### src/rtl/cl_cntr_req_ctrl.sv
// Counter-mode seed request controller: reads (and on writeback bumps) a per-line counter, then presents {tag, counter}.
// Optional watchdog on the responder wait states is enabled by defining CL_CNTR_TIMEOUT_EN.
module cl_cntr_req_ctrl #(
  parameter int cntr_aw = 21,
  parameter int cntr_dw = 16,
  parameter int TIMEOUT = 255
) (
  input  logic                       clk,
  input  logic                       rst,
  input  logic                       req_valid,
  input  logic                       req_write,
  input  logic [cntr_aw-1:0]         req_addr,
  input  logic                       req_abort,
  output logic                       req_ready,
  output logic                       seed_valid,
  output logic [cntr_aw+cntr_dw-1:0] seed,
  input  logic                       seed_ack,
  output logic                       cntr_eval,
  output logic                       cntr_store,
  output logic                       cntr_invalid,
  input  logic                       cntr_done,
  output logic [cntr_aw-1:0]         tag_addr,
  input  logic [cntr_dw-1:0]         cntr,
  output logic                       err
);

  typedef enum logic [2:0] {IDLE, EVAL, WAIT_RD, STORE, WAIT_WR, SEED} state_t;

  state_t             state_reg, state_next;
  logic [cntr_aw-1:0] tag_reg, tag_next;
  logic               wr_reg, wr_next;
  logic [cntr_dw-1:0] cnt_reg, cnt_next;
  logic               timeout;

`ifdef CL_CNTR_TIMEOUT_EN
  logic [7:0] wdog_reg, wdog_next;
  logic       waiting;

  assign waiting = (state_reg == WAIT_RD) || (state_reg == WAIT_WR);
  // An abort in WAIT_RD takes precedence over a coincident timeout.
  assign timeout = waiting && !cntr_done && !((state_reg == WAIT_RD) && req_abort)
                   && (wdog_reg == 8'(TIMEOUT));

  always_comb begin
    wdog_next = 8'd0;
    if (waiting && (state_next == state_reg))
      wdog_next = wdog_reg + 8'd1;
  end

  always_ff @(posedge clk) begin
    if (rst) wdog_reg <= 8'd0;
    else     wdog_reg <= wdog_next;
  end
`else
  assign timeout = 1'b0;
`endif

  always_ff @(posedge clk) begin
    if (rst) begin
      state_reg <= IDLE;
      tag_reg   <= '0;
      wr_reg    <= 1'b0;
      cnt_reg   <= '0;
    end else begin
      state_reg <= state_next;
      tag_reg   <= tag_next;
      wr_reg    <= wr_next;
      cnt_reg   <= cnt_next;
    end
  end

  always_comb begin
    state_next   = state_reg;
    tag_next     = tag_reg;
    wr_next      = wr_reg;
    cnt_next     = cnt_reg;
    cntr_invalid = 1'b0;
    case (state_reg)
      IDLE: begin
        if (req_valid) begin
          tag_next   = req_addr;
          wr_next    = req_write;
          state_next = EVAL;
        end
      end
      EVAL: begin
        if (req_abort) begin
          cntr_invalid = 1'b1;
          state_next   = IDLE;
        end else begin
          state_next = WAIT_RD;
        end
      end
      WAIT_RD: begin
        if (req_abort) begin
          cntr_invalid = 1'b1;
          state_next   = IDLE;
        end else if (cntr_done) begin
          cnt_next   = cntr;
          state_next = wr_reg ? STORE : SEED;
        end else if (timeout) begin
          cntr_invalid = 1'b1;
          state_next   = IDLE;
        end
      end
      STORE: begin
        cnt_next   = cnt_reg + cntr_dw'(1);
        state_next = WAIT_WR;
      end
      WAIT_WR: begin
        if (cntr_done) begin
          state_next = SEED;
        end else if (timeout) begin
          cntr_invalid = 1'b1;
          state_next   = IDLE;
        end
      end
      SEED: begin
        if (seed_ack) state_next = IDLE;
      end
      default: state_next = IDLE;
    endcase
  end

  assign req_ready  = (state_reg == IDLE);
  assign cntr_eval  = (state_reg == EVAL);
  assign cntr_store = (state_reg == STORE);
  assign seed_valid = (state_reg == SEED);
  // Seed reads as zero outside SEED so reset and idle show a clean bus.
  assign seed       = seed_valid ? {tag_reg, cnt_reg} : '0;
  assign tag_addr   = tag_reg;
  assign err        = timeout;

endmodule
### config.mk
export PLATFORM = sky130hd
export DESIGN_NAME = cl_cntr_req_ctrl
export DESIGN_NICKNAME = d
export VERILOG_FILES = /design/src/rtl/cl_cntr_req_ctrl.sv
export SDC_FILE = /design/constraint.sdc
export NUM_CORES = 1
export LEC_CHECK = 0
export CAP_MARGIN = 15
export CORE_MARGIN = 10
export CORE_UTILIZATION = 30
export DETAILED_ROUTE_END_ITERATION = 10
export SYNTH_ARGS = -nofsm -noshare
export SYNTH_HDL_FRONTEND = slang
export SYNTH_SLANG_ARGS = --single-unit
export TNS_END_PERCENT = 20
### constraint.sdc
create_clock -name clk -period 1.75 [get_ports clk]
set_input_delay 0.35 -clock clk [delete_from_list [all_inputs] [get_ports clk]]
set_output_delay 0.35 -clock clk [all_outputs]
set_load 0.01 [all_outputs]
== Yosys cells after proc, flatten, opt, wreduce, memory -nomap -nowiden ==
Cells that the tools add are included.

* Add/sub/neg operators: 1
* Multiplexer cells: 14
* Reduce and logical (&&, ||, !) cells: 6
* Eq/ne operators: 11

{| class="wikitable"
|+ Operator list
! operator !! number
|-
| 37-bit 2-to-1 mux || 1
|-
| 16-bit 2-to-1 mux || 2
|-
| 16-bit case mux with 2 select lines || 1
|-
| 3-bit 2-to-1 mux || 6
|-
| 3-bit case mux with 6 select lines || 1
|-
| 16-bit by 1-bit adder with 16-bit output, second input constant || 1
|-
| 2-bit inequality test, second input constant || 4
|-
| 3-bit by 2-bit equality test with 1-bit output, second input constant || 2
|-
| 3-bit equality test, second input constant || 2
|-
| 4-bit AND reduction || 1
|-
| 3-bit by 1-bit equality test with 1-bit output, second input constant || 1
|-
| 3-bit logical NOT || 1
|-
| 3-bit inequality test, second input constant || 1
|-
| 3-bit AND reduction || 1
|-
| 1-bit 2-to-1 mux || 2
|-
| 2-bit 2-to-1 mux || 1
|-
| 2-bit by 1-bit inequality test with 1-bit output, second input constant || 1
|-
| 2-bit AND reduction || 1
|-
| 2-bit nonzero test || 1
|-
| 2-bit OR reduction || 1
|}

* Bits of input ports: 44
* Flip-flop bits (word level): 41
* Logic and storage cells: 36
* Output and inout bits: 64

== Logic depth before layout (Yosys ltp) ==
* Depth in word-level cells: 4
* Gate-level depth with buffers: 6
* Mapped depth without buffers: 5

== Worst setup path before layout ==
No wires, ideal clock.

* Path kind: reg2out
* From: register state_reg[2]
* To: output port seed[27]
* Path slack: 91 ps
* Buffers on the path: 1
* Required time: 1,400 ps
* Stages on the path, launching flop included: 5
* Arrival: 1,309 ps
* Cells stage by stage: dfxtp_1 > inv_2 > nor2_1 > clkbuf_1 > and2_1

* Word-level cells in the longest chain between the ends: 2

{| class="wikitable"
|+ Ends and longest elaborated chain
! what !! line !! text
|-
| start: declaration || 29 || <nowiki>state_t state_reg, state_next;</nowiki>
|-
| start signal: assignment || 65 || <nowiki>state_reg <= state_next;</nowiki>
|-
| 3-bit equality test || 128 || <nowiki>assign seed_valid = (state_reg == SEED);</nowiki>
|-
| net seed_valid || 15 || <nowiki>output logic seed_valid,</nowiki>
|-
| 37-bit 2-to-1 mux || 130 || <nowiki>assign seed = seed_valid ? {tag_reg, cnt_reg} : '0;</nowiki>
|-
| end: declaration || 16 || <nowiki>output logic [cntr_aw+cntr_dw-1:0] seed,</nowiki>
|}

The timed path passes the listed nets, and every way through them passes these cells.

== Worst setup path in the final report ==
* From: register state_reg[1]
* To: output port seed[10]

* Word-level cells in the longest chain between the ends: 2

{| class="wikitable"
|+ Ends and longest elaborated chain
! what !! line
|-
| 3-bit equality test || 128
|-
| 37-bit 2-to-1 mux || 130
|}

No other way between the ends.

==> results.md <==
* Die extent in x at 108 um
* Origin of the worst min-delay path: tag_addr[12]$_SDFFE_PP0P_
* Clock slew seen by the registers of the worst setup and hold paths at 90 ps
* Worst setup EP type: primary output
* Endpoint of the most critical register-to-register path: cnt_reg[11]$_SDFFE_PP0P_
* CP most frequent cell: sky130_fd_sc_hd__buf_6
* Fraction of final layout cells with drive strength greater than 1 at 0.274
* Data required time at the worst endpoint at 1400 ps
* Total number of vias at 2633
* Post-DR vias/cell at 4.95
* Hold endpoint: tag_addr[12]$_SDFFE_PP0P_
* Biggest fanout along the worst timing path at 4
* Critical path arrival at 1480 ps
* Insertion delay to the later sink of the worst-skew pair at 290 ps
* Finished Layout Cells at 532
* Run status: finished, violations left
* Post-synthesis register bit count at 41
* Cells on Worst Hold Path at 2
* Die H at 108 um
* Post-route clock period utilization at 1.04
* Crit-path max cell delay at 330 ps
* RSZ-0062 raised after global routing: yes
* Maximum frequency from static timing analysis at 0.548 GHz
* Tightest Hold Check Type: reg -> reg
* Via count of the first global-routing pass at 2657
* Worst-path cell chain: nand2b_4 -> nor2_4 -> buf_6 -> buf_12 -> clkbuf_16 -> and2_4 -> buf_6
* Total placed instance area at 3630 um^2
* Clock tree from TritonCTS: yes
* Cell with the largest stage delay on the worst path: sky130_fd_sc_hd__dfxtp_2
* Reg-to-reg startpoint: state_reg[0]$_SDFFE_PP0P_
* Avg Cell Area, Syn at 7.83 um^2
* Clock Sink Count at 41
* Die area at 11700 um^2
* Hold Violations, Final at 0
* Worst-case setup slack after placement at -147 ps
* Number of max-capacitance violations reported at 0
* Worst Slack Setup Final at -75.4 ps
* Hold_ws at 475 ps
* GRT Total Usage at 0.145
* FFs w/ async S/R, synth at 0
* CTS root buffer: sky130_fd_sc_hd__clkbuf_8
* Number of rows created at floorplan at 32
* Number of failing setup endpoints in the final timing report at 14
* Violation count after the first detailed-route iteration at 124
* Global-route wire length before repair at 13700 um
* Post-DP HPWL at 6460 um
* Final Wtd Congestion at 0.878
* Ys Warns at 0
* Quantity of I/O buffers inserted on ports at 106
* Number of enable flip-flop cells after synthesis at 0
* TritonCTS Buffers at 5
* Failing checks: setup timing
* Starting utilization of the core area at 0.306
* Post-route cell area at 3900 um^2
* Area of the core at 7650 um^2
* Sequential element share of the synthesized area at 0.351
* Lkg Pwr at 0.00160 uW
* Number of remaining DRC errors at 0
* Worst R2R Setup Slack at 150 ps
* Syn_nets at 344
* Layout Skew at 4.45 ps
* Minimum clock period at 1830 ps
* Wire length reported by the detailed router at 8840 um
* Power density over the cells at 600 nW/um^2
* Main synth FF type: sky130_fd_sc_hd__dfxtp_1
* Max-slew violation count at 0
* Final global-route overflow total at 0
* Antenna violations before repair at 0
* Max Root-Sink Buffers at 2
* Worst Setup Path Type: reg -> out
* Summed instance area of the synthesized netlist at 2340 um^2
* Startpoint type of the worst setup path: flip-flop
* Post-synth cell types at 55
* Growth of design area from synthesis to finish at 66.6%
* Drt pass-1 iters at 5
* Max reg flops at 21
* Post-DRT Antenna Nets at 0
* Syn Inst Count at 299
* Worst IR Drop VDD at 0.350 mV
* Maximum number of pins on one net before global-route repair at 23
* I/O Pins at 108
* Post-layout total power at 2340 uW
* Count of placed standard cells including taps at 515
* Cells on worst reg2reg path at 6
* Htree depth at 2
* Number of nets in the layout at 474
* Inserted Diodes at 0
* Post-detailed-route wirelength per cell at 16.6 um
[power breakdown]
group	total (uW)	switching [uW]	internal (uW)
Combinational	492	224	269
Clock	819	355	464
Sequential	1030	45.5	984
Total	2340	624	1720
[timing repair]
item / CTS / global route
hold buffers: 0 / 0
endpoints found under the setup margin: 42 / 38
pin swaps: 1 / 4
setup buffers: 5 / 0
cloned: 3 / 2
gates resized for setup: 159 / 45
[how the worst max path moves through the flow]
stage	start	to	slack [ps]	cells past startpoint
global placement	req_abort	cntr_invalid	-130	3
CTS	state_reg[1]$_SDFFE_PP0P_	seed[24]	-250	6
finish	state_reg[1]$_SDFFE_PP0P_	seed[10]	-80	7
detailed placement	req_abort	cntr_invalid	-150	3
floorplan	state_reg[2]$_SDFFE_PP0P_	seed[27]	90	4
global route	state_reg[1]$_SDFFE_PP0P_	seed[10]	-140	7
[cells in the mapped netlist (3+ instances only)]
cell type / number / area, um^2
sky130_fd_sc_hd__buf_2: 6 / 30.0
sky130_fd_sc_hd__nand2_1: 56 / 210
sky130_fd_sc_hd__and2_1: 36 / 225
sky130_fd_sc_hd__nor2_1: 9 / 33.8
sky130_fd_sc_hd__buf_6: 4 / 45.0
sky130_fd_sc_hd__nand3_1: 3 / 15.0
sky130_fd_sc_hd__o21ai_0: 14 / 70.1
sky130_fd_sc_hd__a21oi_1: 34 / 170
sky130_fd_sc_hd__nor3_1: 7 / 35.0
sky130_fd_sc_hd__nand2b_1: 3 / 18.8
sky130_fd_sc_hd__a211oi_1: 7 / 52.6
sky130_fd_sc_hd__a221oi_1: 3 / 26.3
sky130_fd_sc_hd__clkbuf_1: 9 / 33.8
sky130_fd_sc_hd__and4_1: 4 / 35.0
sky130_fd_sc_hd__inv_1: 4 / 15.0
sky130_fd_sc_hd__nand4_1: 9 / 56.3
sky130_fd_sc_hd__xor2_1: 4 / 35.0
sky130_fd_sc_hd__dfxtp_1: 41 / 821
sky130_fd_sc_hd__clkbuf_8: 3 / 41.3
[cell type report]
cell class	instances	area (um^2)
Clock buffer	6	82.6
Timing Repair Buffer	148	1430
Multi-Input combinational cell	227	1380
Inverter	6	22.5
Sequential cell	41	823
Fill cell	734	3750
Clock inverter	2	37.5
Tap cell	102	128
[metal layers]
| metal | part of all wire | wire [um] | global-route usage |
|---|---|---|---|
| met1 | 0.41 | 3590 | 0.161 |
| met2 | 0.46 | 4090 | 0.235 |
| met3 | 0.12 | 1090 | 0.0857 |
| met4 | 0.0079 | 70 | 0.0320 |
| met5 | 0 | 0 | 0 |
[worst max-delay path: cells and delay by family, from the launching register on]
family | cells | cell delay, ps
buf+inv | 4 | 460
simple gates | 3 | 400
flops | 1 | 330
[stage by stage]
stage                     utilization  TNS, ps
after global placement          0.475    -3390
after floorplan                     -        0
after detailed placement        0.475    -3790
after CTS                       0.488    -3130
final                           0.510     -886
after global routing            0.510    -2860
[cells in the final DEF (no fill, tap or decap), types with 4 or more instances in the layout]
| master | count |
|---|---|
| sky130_fd_sc_hd__clkdlybuf4s50_1 | 64 |
| sky130_fd_sc_hd__nand2_1 | 56 |
| sky130_fd_sc_hd__dfxtp_1 | 39 |
| sky130_fd_sc_hd__a21oi_1 | 34 |
| sky130_fd_sc_hd__buf_4 | 30 |
| sky130_fd_sc_hd__and2_1 | 22 |
| sky130_fd_sc_hd__buf_6 | 19 |
| sky130_fd_sc_hd__buf_2 | 18 |
| sky130_fd_sc_hd__and2_4 | 15 |
| sky130_fd_sc_hd__o21ai_0 | 14 |
| sky130_fd_sc_hd__nand4_1 | 9 |
| sky130_fd_sc_hd__nor2_1 | 8 |
| sky130_fd_sc_hd__nor3_1 | 7 |
| sky130_fd_sc_hd__a211oi_1 | 7 |
| sky130_fd_sc_hd__clkbuf_8 | 6 |
| sky130_fd_sc_hd__inv_1 | 4 |
| sky130_fd_sc_hd__xor2_1 | 4 |
| sky130_fd_sc_hd__and4_1 | 4 |
| sky130_fd_sc_hd__dlygate4sd2_1 | 4 |
| sky130_fd_sc_hd__buf_12 | 4 |
[kinds of logic (layout without fill, tap and decap cells)]
logic type               Yosys count  in the layout  share of synthesized area
AND/OR/NAND/NOR                  144            144                      0.340
AO/OA/AOI/OAI                     76             76                      0.202
flip-flops                        41             41                      0.351
buffers and inverters             31            162                     0.0823
XOR/XNOR                           5              5                     0.0187
adder cells (fa/ha/maj)            1              1                    0.00534
other                              1              1                    0.00160
Note: power is estimated with default switching activity, not from simulation.
